**src/rtl/pipe_rr_arbiter_if.sv**
```systemverilog
// Handshake bundle between the N requesters, the round-robin arbiter and pipeline stage 1.
// The arbiter uses the master modport; the requester/pipeline side uses the slave modport.
interface pipe_rr_arbiter_if #(
    parameter int N = 4,
    parameter int W = 16
);
    logic             i_flush;
    logic [N-1:0]     i_req_valid;
    logic [N*W-1:0]   i_req_data;
    logic [N-1:0]     o_req_stall;
    logic [N-1:0]     o_grant;
    logic [W-1:0]     o_data;
    logic             o_valid;
    logic             i_stall;
    logic [2:0]       o_src_id;
    logic             o_busy;

    modport master (
        input  i_flush, i_req_valid, i_req_data, i_stall,
        output o_req_stall, o_grant, o_data, o_valid, o_src_id, o_busy
    );

    modport slave (
        output i_flush, i_req_valid, i_req_data, i_stall,
        input  o_req_stall, o_grant, o_data, o_valid, o_src_id, o_busy
    );
endinterface

```
**src/rtl/pipe_rr_arbiter.sv**
```systemverilog
// Round-robin N:1 arbiter with burst lock feeding one registered valid/data stage of the pipeline.
// Optional feature: define ARB_SRC_ID_EN to register the accepted requester index on o_src_id.
module pipe_rr_arbiter #(
    parameter int N         = 4,
    parameter int W         = 16,
    parameter int BURST_LEN = 2
) (
    input  logic              i_clk,
    input  logic              i_rst,
    pipe_rr_arbiter_if.master bus
);
    localparam int         PW          = $clog2(N);
    localparam logic [3:0] BURST_LEN_C = 4'(BURST_LEN);

    typedef enum logic [0:0] {
        ST_IDLE = 1'b0,
        ST_OWN  = 1'b1
    } state_t;

    state_t        state_r, state_n_s;
    logic [PW-1:0] ptr_r, ptr_n_s;
    logic [PW-1:0] owner_r, owner_n_s;
    logic [3:0]    beat_cnt_r, beat_cnt_n_s, beat_inc_s;
    logic [PW-1:0] rr_sel_s, sel_s;
    logic          rr_hit_s;
    logic          load_en_s, accept_s;
    logic [W-1:0]  data_r, sel_data_s;
    logic          valid_r;

    // The output register may load when empty or draining, and never during a flush.
    assign load_en_s  = (!valid_r || !bus.i_stall) && !bus.i_flush;
    assign sel_s      = (state_r == ST_OWN) ? owner_r : rr_sel_s;
    assign accept_s   = load_en_s && bus.i_req_valid[sel_s];
    assign sel_data_s = bus.i_req_data[int'(sel_s)*W +: W];
    assign beat_inc_s = beat_cnt_r + 4'd1;

    // Wrap-around priority search starting one past the last owner
    always_comb begin
        rr_sel_s = ptr_r;
        rr_hit_s = 1'b0;
        for (int i = 1; i <= N; i++) begin
            rr_sel_s = (!rr_hit_s && bus.i_req_valid[(int'(ptr_r) + i) % N])
                       ? PW'((int'(ptr_r) + i) % N) : rr_sel_s;
            rr_hit_s = rr_hit_s | bus.i_req_valid[(int'(ptr_r) + i) % N];
        end
    end

    // Per-requester stall: only the selected requester sees its beat taken
    always_comb begin
        bus.o_req_stall = {N{1'b1}};
        for (int k = 0; k < N; k++) begin
            bus.o_req_stall[k] = !(accept_s && (int'(sel_s) == k));
        end
    end

    // Arbitration FSM next-state logic; flush overrides every other event
    always_comb begin
        state_n_s    = state_r;
        ptr_n_s      = ptr_r;
        owner_n_s    = owner_r;
        beat_cnt_n_s = beat_cnt_r;
        if (bus.i_flush) begin
            if (state_r == ST_OWN) begin
                ptr_n_s = owner_r;
            end else begin
                ptr_n_s = ptr_r;
            end
            state_n_s    = ST_IDLE;
            beat_cnt_n_s = 4'd0;
        end else begin
            case (state_r)
                ST_IDLE: begin
                    if (accept_s) begin
                        if (BURST_LEN == 1) begin
                            ptr_n_s = sel_s;
                        end else begin
                            owner_n_s    = sel_s;
                            beat_cnt_n_s = 4'd1;
                            state_n_s    = ST_OWN;
                        end
                    end else begin
                        state_n_s = ST_IDLE;
                    end
                end
                ST_OWN: begin
                    if (accept_s) begin
                        if (beat_inc_s == BURST_LEN_C) begin
                            ptr_n_s      = owner_r;
                            beat_cnt_n_s = 4'd0;
                            state_n_s    = ST_IDLE;
                        end else begin
                            beat_cnt_n_s = beat_inc_s;
                        end
                    end else if (load_en_s) begin
                        // Owner went quiet: release without re-arbitrating this cycle.
                        ptr_n_s      = owner_r;
                        beat_cnt_n_s = 4'd0;
                        state_n_s    = ST_IDLE;
                    end else begin
                        state_n_s = ST_OWN;
                    end
                end
                default: begin
                    state_n_s    = ST_IDLE;
                    beat_cnt_n_s = 4'd0;
                end
            endcase
        end
    end

    // FSM, pointer, owner and burst counter registers
    always_ff @(posedge i_clk) begin
        if (i_rst) begin
            state_r    <= ST_IDLE;
            ptr_r      <= PW'(N - 1);
            owner_r    <= {PW{1'b0}};
            beat_cnt_r <= 4'd0;
        end else begin
            state_r    <= state_n_s;
            ptr_r      <= ptr_n_s;
            owner_r    <= owner_n_s;
            beat_cnt_r <= beat_cnt_n_s;
        end
    end

    // Stage-1 output register; data is deliberately kept across a flush
    always_ff @(posedge i_clk) begin
        if (i_rst) begin
            valid_r <= 1'b0;
            data_r  <= {W{1'b0}};
        end else if (bus.i_flush) begin
            valid_r <= 1'b0;
        end else if (load_en_s) begin
            if (accept_s) begin
                valid_r <= 1'b1;
                data_r  <= sel_data_s;
            end else begin
                valid_r <= 1'b0;
            end
        end else begin
            valid_r <= valid_r;
        end
    end

`ifdef ARB_SRC_ID_EN
    logic [PW-1:0] src_id_r;

    // Source index travels with the data beat
    always_ff @(posedge i_clk) begin
        if (i_rst) begin
            src_id_r <= {PW{1'b0}};
        end else if (accept_s) begin
            src_id_r <= sel_s;
        end else begin
            src_id_r <= src_id_r;
        end
    end

    assign bus.o_src_id = 3'(src_id_r);
`else
    assign bus.o_src_id = 3'd0;
`endif

    // One-hot owner decode, empty while idle
    always_comb begin
        bus.o_grant = {N{1'b0}};
        if (state_r == ST_OWN) begin
            bus.o_grant[owner_r] = 1'b1;
        end else begin
            bus.o_grant = {N{1'b0}};
        end
    end

    assign bus.o_data  = data_r;
    assign bus.o_valid = valid_r;
    assign bus.o_busy  = valid_r || (state_r == ST_OWN);
endmodule

```
**src/flat_wrapper.sv**
```systemverilog
// flat-port wrapper written by rule: the top's interface ports become plain ports
module pipe_rr_arbiter_flat 
#(
    parameter int N         = 4,
    parameter int W         = 16,
    parameter int BURST_LEN = 2
)
  (i_clk, i_rst, bus_i_flush, bus_i_req_valid, bus_i_req_data, bus_i_stall, bus_o_req_stall, bus_o_grant, bus_o_data, bus_o_valid, bus_o_src_id, bus_o_busy);
  pipe_rr_arbiter_if #(.N(N), .W(W)) bus_i ();
  input  logic i_clk;
  input  logic i_rst;
  input wire logic [$bits(bus_i.i_flush)-1:0] bus_i_flush;
  input wire logic [$bits(bus_i.i_req_valid)-1:0] bus_i_req_valid;
  input wire logic [$bits(bus_i.i_req_data)-1:0] bus_i_req_data;
  input wire logic [$bits(bus_i.i_stall)-1:0] bus_i_stall;
  output wire logic [$bits(bus_i.o_req_stall)-1:0] bus_o_req_stall;
  output wire logic [$bits(bus_i.o_grant)-1:0] bus_o_grant;
  output wire logic [$bits(bus_i.o_data)-1:0] bus_o_data;
  output wire logic [$bits(bus_i.o_valid)-1:0] bus_o_valid;
  output wire logic [$bits(bus_i.o_src_id)-1:0] bus_o_src_id;
  output wire logic [$bits(bus_i.o_busy)-1:0] bus_o_busy;
  assign bus_i.i_flush = bus_i_flush;
  assign bus_i.i_req_valid = bus_i_req_valid;
  assign bus_i.i_req_data = bus_i_req_data;
  assign bus_i.i_stall = bus_i_stall;
  assign bus_o_req_stall = bus_i.o_req_stall;
  assign bus_o_grant = bus_i.o_grant;
  assign bus_o_data = bus_i.o_data;
  assign bus_o_valid = bus_i.o_valid;
  assign bus_o_src_id = bus_i.o_src_id;
  assign bus_o_busy = bus_i.o_busy;
  pipe_rr_arbiter #(.N(N), .W(W), .BURST_LEN(BURST_LEN)) u_core (.i_clk(i_clk), .i_rst(i_rst), .bus(bus_i));
endmodule
```
**config.mk**
```make
export PLATFORM = sky130hd
export DESIGN_NAME = pipe_rr_arbiter_flat
export DESIGN_NICKNAME = d
export VERILOG_FILES = /design/src/rtl/pipe_rr_arbiter_if.sv /design/src/rtl/pipe_rr_arbiter.sv /design/src/flat_wrapper.sv
export SDC_FILE = /design/constraint.sdc
export NUM_CORES = 1
export LEC_CHECK = 0
export BUFFER_PORTS_ARGS = -buffer_cell sky130_fd_sc_hd__buf_2
export CAP_MARGIN = 20
export CORE_AREA = 2 2 90 49
export DETAILED_ROUTE_END_ITERATION = 6
export DIE_AREA = 0 0 92 51
export PLACE_DENSITY = 0.82
export SLEW_MARGIN = 40
export SYNTH_ARGS = -nofsm -noshare
export SYNTH_HDL_FRONTEND = slang
export SYNTH_SLANG_ARGS = --single-unit
```
**constraint.sdc**
```tcl
create_clock -name i_clk -period 5.9 [get_ports i_clk]
set_clock_uncertainty 0.15 [all_clocks]
set_input_delay 0.885 -clock i_clk [delete_from_list [all_inputs] [get_ports i_clk]]
set_output_delay 0.885 -clock i_clk [all_outputs]
set_load 0.01 [all_outputs]
```
* After elaboration in Yosys (flattened, before gate mapping)
Cells that the tools add are included.
** Word-level totals
- Bits in registers :: 26
- Input port bits :: 72
- Word-level logic and storage cells :: 105
** Cells by class
- Add/sub/neg operators :: 5
- $lt $le $gt $ge :: 7
- Equality and inequality tests :: 7
- Shift-type cells :: 1
- Muxes and demuxes :: 38
- Bitwise operators :: 8
- Reductions and logical operators :: 33
** Operators by type and width (number)
- 64-bit by 7-bit indexed part select with 16-bit output :: 1
- 2-bit two-way mux :: 11
- 4-bit two-way mux :: 5
- 3-bit by 4-bit less-than comparator with 1-bit output, second input constant :: 4
- 1-bit two-way mux :: 14
- 1-bit binary-select mux with 2-bit select :: 5
- 1-bit logical AND :: 10
- 1-bit zero test :: 10
- 2-bit OR reduction :: 5
- 3-bit AND reduction :: 3
- 4-bit case mux with 2 select lines :: 1
- 2-bit by 3-bit less-than comparator with 1-bit output, second input constant :: 2
- 3-bit inequality test, second input constant :: 2
- 2-bit by 1-bit adder with 2-bit output, second input constant :: 2
- 2-bit adder, second input constant :: 2
- 4-bit by 1-bit adder with 4-bit output, second input constant :: 1
- 1-bit bitwise AND, first input constant :: 4
- 2-bit == test, second input constant :: 2
- 4-bit by 2-bit == test with 1-bit output, second input constant :: 1
- 3-bit nonzero test :: 1
- 1-bit demux with 2-bit select :: 1
- 2-bit by 1-bit == test with 1-bit output, second input constant :: 1
- 2-bit by 1-bit greater-or-equal comparator with 1-bit output, second input constant :: 1
- 2-bit zero test :: 1
- 6 further kinds :: 9

* Depth between registers and ports, before layout
Gate-level depths: netlist (run 1).
- Word-level depth :: 18
- Mapped depth :: 8

* Worst setup path after synthesis (run 1)
Ideal clock, no wire load.
- Kind :: in2out
- From :: input port bus_i_req_valid[0]
- To :: output port bus_o_req_stall[0]
- Arrival :: 2358 ps
- Required time :: 4865 ps
- Slack :: 2507 ps
- Cell stages on the path :: 6
- Path through :: or2_1 -> a211oi_1 -> a211o_2 -> a221o_2 -> nand3_1 -> or3_2
** On the way
- Longest elaborated chain between the ends :: 14
** RTL lines
- from (decl) :: RTL line flat_wrapper.sv:13 : input wire logic [$bits(bus_i.i_req_valid)-1:0] bus_i_req_valid;
- 1-bit binary-select mux with 2-bit select :: RTL line pipe_rr_arbiter.sv:42, pipe_rr_arbiter.sv:44
- 1-bit two-way mux (implied by the code) (2 in a row) :: RTL line pipe_rr_arbiter.sv:42, pipe_rr_arbiter.sv:44
- 1-bit zero test or 1-bit OR (tied branches) :: RTL line pipe_rr_arbiter.sv:42, pipe_rr_arbiter.sv:44
- 1-bit logical AND (tied with other cells) :: RTL line pipe_rr_arbiter.sv:42 : rr_sel_s = (!rr_hit_s && bus.i_req_valid[(int'(ptr_r) + i) % N])
- 2-bit two-way mux (tied with other cells) :: RTL line pipe_rr_arbiter.sv:43 : ? PW'((int'(ptr_r) + i) % N) : rr_sel_s;
- 2-bit two-way mux or 1-bit logical AND (tied branches) :: RTL line pipe_rr_arbiter.sv:43, pipe_rr_arbiter.sv:42
- 2-bit two-way mux :: RTL line pipe_rr_arbiter.sv:43
- 2-bit two-way mux :: RTL line pipe_rr_arbiter.sv:32 : assign sel_s = (state_r == ST_OWN) ? owner_r : rr_sel_s;
- 1-bit binary-select mux with 2-bit select :: RTL line pipe_rr_arbiter.sv:33 : assign accept_s = load_en_s && bus.i_req_valid[sel_s];
- 1-bit two-way mux (implied by the code) :: RTL line pipe_rr_arbiter.sv:33
- 1-bit logical AND :: RTL line pipe_rr_arbiter.sv:33
- 1-bit logical AND (*) :: RTL line pipe_rr_arbiter.sv:52 : bus.o_req_stall[k] = !(accept_s && (int'(sel_s) == k));
- 1-bit zero test (*) :: RTL line pipe_rr_arbiter.sv:52
- to (decl) :: RTL line flat_wrapper.sv:16 : output wire logic [$bits(bus_i.o_req_stall)-1:0] bus_o_req_stall;
Every way passes the cells marked *; elsewhere a longest branch is shown, timed or not. The select of a mux whose other input is x is not followed.

* Worst setup path in the final report (run 1)
Ends and elaborated chain as after synthesis.

==> run metrics, run 1 <==
status=completed; number of synthesized flops with an enable pin=0; ratio of cells with drive above 1 in the final layout=51.0%; Via density=5.53; # port buffers=97; gr ovfl total=0; Async SR Flop Fraction=0%; Pwr Density=206 nW/um^2; Post-Syn Instances=168; 1st-pass router iterations=4; CORE AREA=4040 sq um; final hold slack=0.329 ns; crit path launch type=input pin; Detail Route Antenna Nets=0; row cnt=17; CTS tree=done; die footprint=4690 sq um; Layout Area Growth over Synthesis=32.8%; Final nets=339; Place WS=1.77 ns; CP delay by family, top=simple AND/OR/NAND/NOR gates; crit-path cells=buf_2 > or2_1 > a211oi_1 > a211o_2 > buf_4 > a221o_2 > nand3_1 > or3_2 > buf_2; DP Area=2270 sq um; initial antenna violation count=0; Internal=0.328 mW; setup TNS=0 ns; Yosys warning total=0; CP endpoint kind=primary output; Initial Util=43.1%; final hold violations=0; setup ws final=1.72 ns; Slew @ Worst Pin=0.792 ns; cell repeated most along the worst path=buf_2; top area cells in the synthesized netlist=dfxtp_1 (30%), mux4_2 (21%), a22o_1 (8.0%); Finished Cell Area=2310 sq um; WP data required=4.87 ns; vias in the first global route=1584; cell taking the most area after synthesis=dfxtp_1; CTS Buffer Depth=2; Final period util=70.9%; worst hold path class=reg2reg; share of the synthesized area in the top cell type=29.9%; First DRT Iteration DRCs=85; HPWL Detailed=3900 um; post-cts repair resize count=0; gp weighted congestion=0.922; combinational cell fraction of total power=36.6%; drt wl/cell=15.2 um; max incr delay on CP=0.47 ns; crit path time final=4.18 ns; H-Tree Level Count=1; CTS Buf Count=3; final-layout fill cell count=365; worst rel slew slack=47.2%; maximum fanout along the worst path=24; CP max-delay cell=or3_2; fin. max-slew vios=0; pin count of the biggest net entering global routing=25; die width=92 um; WS Path Type=in2out; Skew-Pair Late Insertion Delay=0.27 ns; Clock Power Share=20.9%; Worst EP arrival=3.15 ns; Sequential Power Share=42.5%; setup bufs post-CTS=0; CTS root buf=clkbuf_8; FF+latch count, synth=26; DRT Wirelength=4870 um; max_cap viols=0; Sw Share=31.2%; CP Buf/Inv Count=3; cell area after synthesis=1740 sq um; ANT cells=0; RSZ-0062 raised after global routing=false; Num Clock Sinks=26; Die H=51 um; LEAKAGE=1.04 nW; DRC errors left=0; Mapped Avg Cell Area=10.4 sq um; first-pass GRT wire length=7770 um; Sw Pwr=0.149 mW; Seq/Total Area, Yosys=29.9%; io pins=101; via count=1769; Total Routing Usage GR=21.0%; Hold Buf Count CTS=0; setup violators final=0; Netlist cell types=54; ys flop type=dfxtp_1; overall power=0.477 mW; VDD IR max=105 uV; highest clock rate=239 MHz; CTS clock-pin slew for the worst setup and hold paths=0.09 ns
synth_stat cells (2+ instances only):
library cell	number
a21oi_1	4
a22o_1	16
a311oi_1	4
buf_4	6
clkbuf_1	2
dfxtp_1	26
ha_1	2
inv_1	9
mux4_2	16
nand2_1	10
nand2b_1	3
nand3_1	5
nand4_1	2
nor2_1	14
nor3_1	5
o211ai_1	2
o21ai_1	3
o311ai_0	2
or2_2	2
area by class of cell:
class | instances | area (sq um) | area share (%)
clock buffers | 3 | 41.3 | 1.79
inverters | 9 | 33.8 | 1.46
multi-input cells | 125 | 1140 | 49.2
flip-flops and latches | 26 | 520 | 22.5
well taps | 57 | 71.3 | 3.08
repair buffers | 100 | 508 | 22.0
sequential cells by signal, indices dropped and copies added (netlist names):
register            cells
u_core.bus.o_valid      1
u_core.owner_r          2
u_core.ptr_r            2
u_core.beat_cnt_r       4
u_core.state_r          1
u_core.bus.o_data      16
metal layers:
layer,part of all wire (%),wire [um],up-vias,GRT usage [%]
met5,0,0,-,0
met4,0.66,32,0,3.98
met3,10,494,6,5.31
met2,41,1970,98,30.4
met1,49,2370,810,31.7
li1,-,-,855,-
logic make-up after synthesis:
family | count (synthesis) | synth area share (%)
AOI/OAI and AO/OA | 51 | 25.6
adders and majority gates | 2 | 1.44
buffers and inverters | 19 | 5.89
DFF | 26 | 29.9
muxes | 16 | 20.7
other | 1 | 0.215
and+or+nand+nor | 53 | 16.2
power groups by stage:
stage | Clock [mW] | Combinational, mW | Sequential [mW]
floorplan | 0 | 0.112 | 0.210
global placement | 0 | 0.170 | 0.206
detailed placement | 0 | 0.174 | 0.206
CTS | 0.102 | 0.175 | 0.203
global route | 0.109 | 0.189 | 0.206
finish | 0.0994 | 0.175 | 0.203
through the flow:
| step | cells | util [%] |
|---|---|---|
| after floorplan | 170 | - |
| after global placement | 317 | 56.2 |
| after detailed placement | 317 | 56.2 |
| after CTS | 320 | 57.2 |
| after global routing | 320 | 57.2 |
| final | 320 | 57.2 |
layout by cell type (no fill, tap or decap), types with 3 or more instances in the layout:
cell type / n
inv_1: 9
mux4_2: 16
dfxtp_1: 26
o21ai_1: 3
a311oi_1: 4
buf_2: 97
a22o_1: 16
a21oi_1: 4
nand3_1: 5
clkbuf_8: 3
conb_1: 3
nand2_1: 10
nor2_1: 14
buf_4: 3
nand2b_1: 3
nor3_1: 5
worst register-to-register path, delay by kind of cell (launching register included):
family	cells	cell delay (ns)
AO/OA/AOI/OAI	4	1.46
flip-flops	1	0.64
AND/OR/NAND/NOR	1	0.15
buffers and inverters	1	0.23
path summary, 6_finish.rpt:
kind	from	to	slack [ns]	cells past startpoint
min	u_core.bus.o_data[6]$_SDFFE_PP0P_	u_core.bus.o_data[6]$_SDFFE_PP0P_	0.33	1
min reg2reg	u_core.bus.o_data[6]$_SDFFE_PP0P_	u_core.bus.o_data[6]$_SDFFE_PP0P_	0.33	1
max	bus_i_req_valid[0]	bus_o_req_stall[0]	1.72	9
max reg2reg	u_core.state_r$_SDFF_PP0_	u_core.bus.o_data[1]$_SDFFE_PP0P_	3.23	6
(Power assumes the default switching activity.)
==> run 2, diff against run 1 <==
--- a/config.mk
+++ b/config.mk
@@ -7,10 +7,10 @@
 export LEC_CHECK = 0
 export BUFFER_PORTS_ARGS = -buffer_cell sky130_fd_sc_hd__buf_2
 export CAP_MARGIN = 20
-export CORE_AREA = 2 2 90 49
+export CORE_AREA = 2 2 92 50
 export DETAILED_ROUTE_END_ITERATION = 6
-export DIE_AREA = 0 0 92 51
-export PLACE_DENSITY = 0.82
+export DIE_AREA = 0 0 94 52
+export PLACE_DENSITY = 0.79
 export SLEW_MARGIN = 40
 export SYNTH_ARGS = -nofsm -noshare
 export SYNTH_HDL_FRONTEND = slang
==> constraint.sdc (replaced) <==
create_clock -name i_clk -period 4 [get_ports i_clk]
set_clock_uncertainty 0.15 [all_clocks]
set_input_delay 0.6 -clock i_clk [delete_from_list [all_inputs] [get_ports i_clk]]
set_output_delay 0.6 -clock i_clk [all_outputs]
set_load 0.01 [all_outputs]
==> run 2 against run 1 <==
Net effect: core utilization is 0.56 points lower; sequential power grew 47%; sequential share of layout area shrank 0.36 points; register-to-register slack got worse by 1.8 ns; sequential cell count is the same; combinational power increased by 47%; die area increased by 4.2%; cell count grew 0.63%; first-iteration DRC count grew 38%; largest cell class unchanged; worst hold slack better by 0.0016 ns; clock power increased by 120%; highest routed layer unchanged; critical endpoint unchanged.
==> run metrics, run 2 (synthesis gave the netlist of run 1 again) <==
status=completed; CTS clock-pin slew for the worst setup and hold paths=0.09 ns (about the same); First DRT Iteration DRCs=117 (+38%); Final nets=340 (+0.29%); CTS Buf Count=3 (unchanged); die width=94 um (+2.2%); gp weighted congestion=0.917 (-0.61%); most frequent cells in the layout=buf_2 (97), dfxtp_1 (26), mux4_2 (16), a22o_1 (16), nor2_1 (14); RSZ-0062 raised after global routing=false; post-cts repair resize count=0 (unchanged); Detail Route Antenna Nets=0 (unchanged); most common cell after layout, fill and taps aside=buf_2; Initial Util=42.0% (-1.1 points); DRT Wirelength=4870 um (about the same); WS Path Type=reg2out; setup bufs post-CTS=0 (unchanged); fin. max-slew vios=0 (unchanged); CTS tree=done; placed insts=318 (+0.32%); highest clock rate=301 MHz; worst rel slew slack=63.6% (+16 points); vias in the first global route=1578 (-0.38%); pin count of the biggest net entering global routing=23 (-8.0%); ANT cells=0 (unchanged); H-Tree Level Count=1 (unchanged); Num Clock Sinks=26 (unchanged); DRC errors left=0 (unchanged); CORE AREA=4150 sq um (+2.6%); Via density=5.59 (+1.2%); VDD IR max=223 uV (+110%); final hold slack=0.331 ns (+0.00158 ns); final hold violations=0 (unchanged); overall power=0.772 mW (+62%); gr ovfl total=0 (unchanged); 1st-pass router iterations=4 (unchanged); first-pass GRT wire length=7600 um (-2.2%); Total Routing Usage GR=20.2% (-0.79 points); Layout Area Growth over Synthesis=34.9%; crit path launch type=register; die footprint=4890 sq um (+4.2%); Skew-Pair Late Insertion Delay=0.27 ns (about the same); CP endpoint kind=primary output; max incr delay on CP=0.63 ns (+0.16 ns); initial antenna violation count=0 (unchanged); Largest register FFs=16 (unchanged); setup TNS=0 ns (unchanged); LEAKAGE=1.06 nW (+1.8%); maximum fanout along the worst path=22 (-8.3%); Hold Buf Count CTS=0 (unchanged); Pwr Density=329 nW/um^2 (+59%); io pins=101 (unchanged); ratio of cells with drive above 1 in the final layout=51.3% (+0.37 points); drt wl/cell=15.1 um (-0.56%); worst hold path class=reg2reg; via count=1801 (+1.8%); Slew @ Worst Pin=0.545 ns (-0.246 ns); CP max-delay cell=dfxtp_1; # port buffers=97 (unchanged); Finished Cell Area=2350 sq um (+1.6%); Finished Layout Cells=322 (+0.63%); row cnt=17 (unchanged); DP Area=2280 sq um (+0.33%); Worst EP arrival=2.57 ns (-0.58 ns); max_cap viols=0 (unchanged); setup violators final=0 (unchanged); Final period util=83.0%; CTS Buffer Depth=2 (unchanged); Die H=52 um (+2.0%); WP data required=3.25 ns (-1.62 ns); crit-path cells=nor4_1 > a211o_2 > buf_4 > o211ai_2 > nand3_1 > or3_2 > buf_2; crit path time final=3.32 ns; HPWL Detailed=3910 um (+0.24%); CTS root buf=clkbuf_8
==> run 2: cell types whose count changed in the layout (fill, tap and decap cells not counted), sizes merged <==
cell / delta
buf: +1
bufinv: +1
==> run 2: stage by stage <==
stage	setup slack [ns]	utilization [%]
floorplan	1.18	-
global placement	0.810	54.9
detailed placement	0.750	54.9
CTS	0.704	56.7
global route	0.488	56.7
finish	0.679	56.7
==> run 2: worst paths after layout <==
path | startpoint | end | slack [ns] | cells after the start
worst max register to register | u_core.ptr_r[0]$_SDFFE_PP1P_ | u_core.bus.o_data[5]$_SDFFE_PP0P_ | 1.39 | 6
worst max-delay path | u_core.state_r$_SDFF_PP0_ | bus_o_req_stall[0] | 0.68 | 7
worst min register to register | u_core.bus.o_data[4]$_SDFFE_PP0P_ | u_core.bus.o_data[4]$_SDFFE_PP0P_ | 0.33 | 1
worst min-delay path | u_core.bus.o_data[4]$_SDFFE_PP0P_ | u_core.bus.o_data[4]$_SDFFE_PP0P_ | 0.33 | 1
==> run 2: layout make-up <==
cell class	instances	area, sq um
fill	371	1800
multi-input combinational	125	1140
sequential	26	520
timing repair buffer	101	515
tap	57	71.3
clock buffer	3	41.3
inverter	9	33.8
clock inverter	1	30.0
==> run 2: worst max-delay path: cells and delay by family, from the launching register on <==
kind                   cells  cell delay [ns]
flip-flops                 1             0.63
AO/OA/AOI/OAI              2             0.56
buffers and inverters      2             0.38
AND/OR/NAND/NOR            3             0.71
==> run 2: layer usage <==
layer  share of wire, %  wire length (um)  track usage, %
met4               0.90                44            5.31
met5                  0                 0               0
met1                 46              2240            28.3
met2                 44              2160            31.8
met3                8.8               429            4.64
==> run 2: power by group <==
| part | internal, mW | switching [mW] | total (mW) |
|---|---|---|---|
| registers | 0.282 | 0.0163 | 0.298 |
| logic | 0.135 | 0.123 | 0.258 |
| clock network | 0.134 | 0.0818 | 0.216 |
| total | 0.551 | 0.221 | 0.772 |
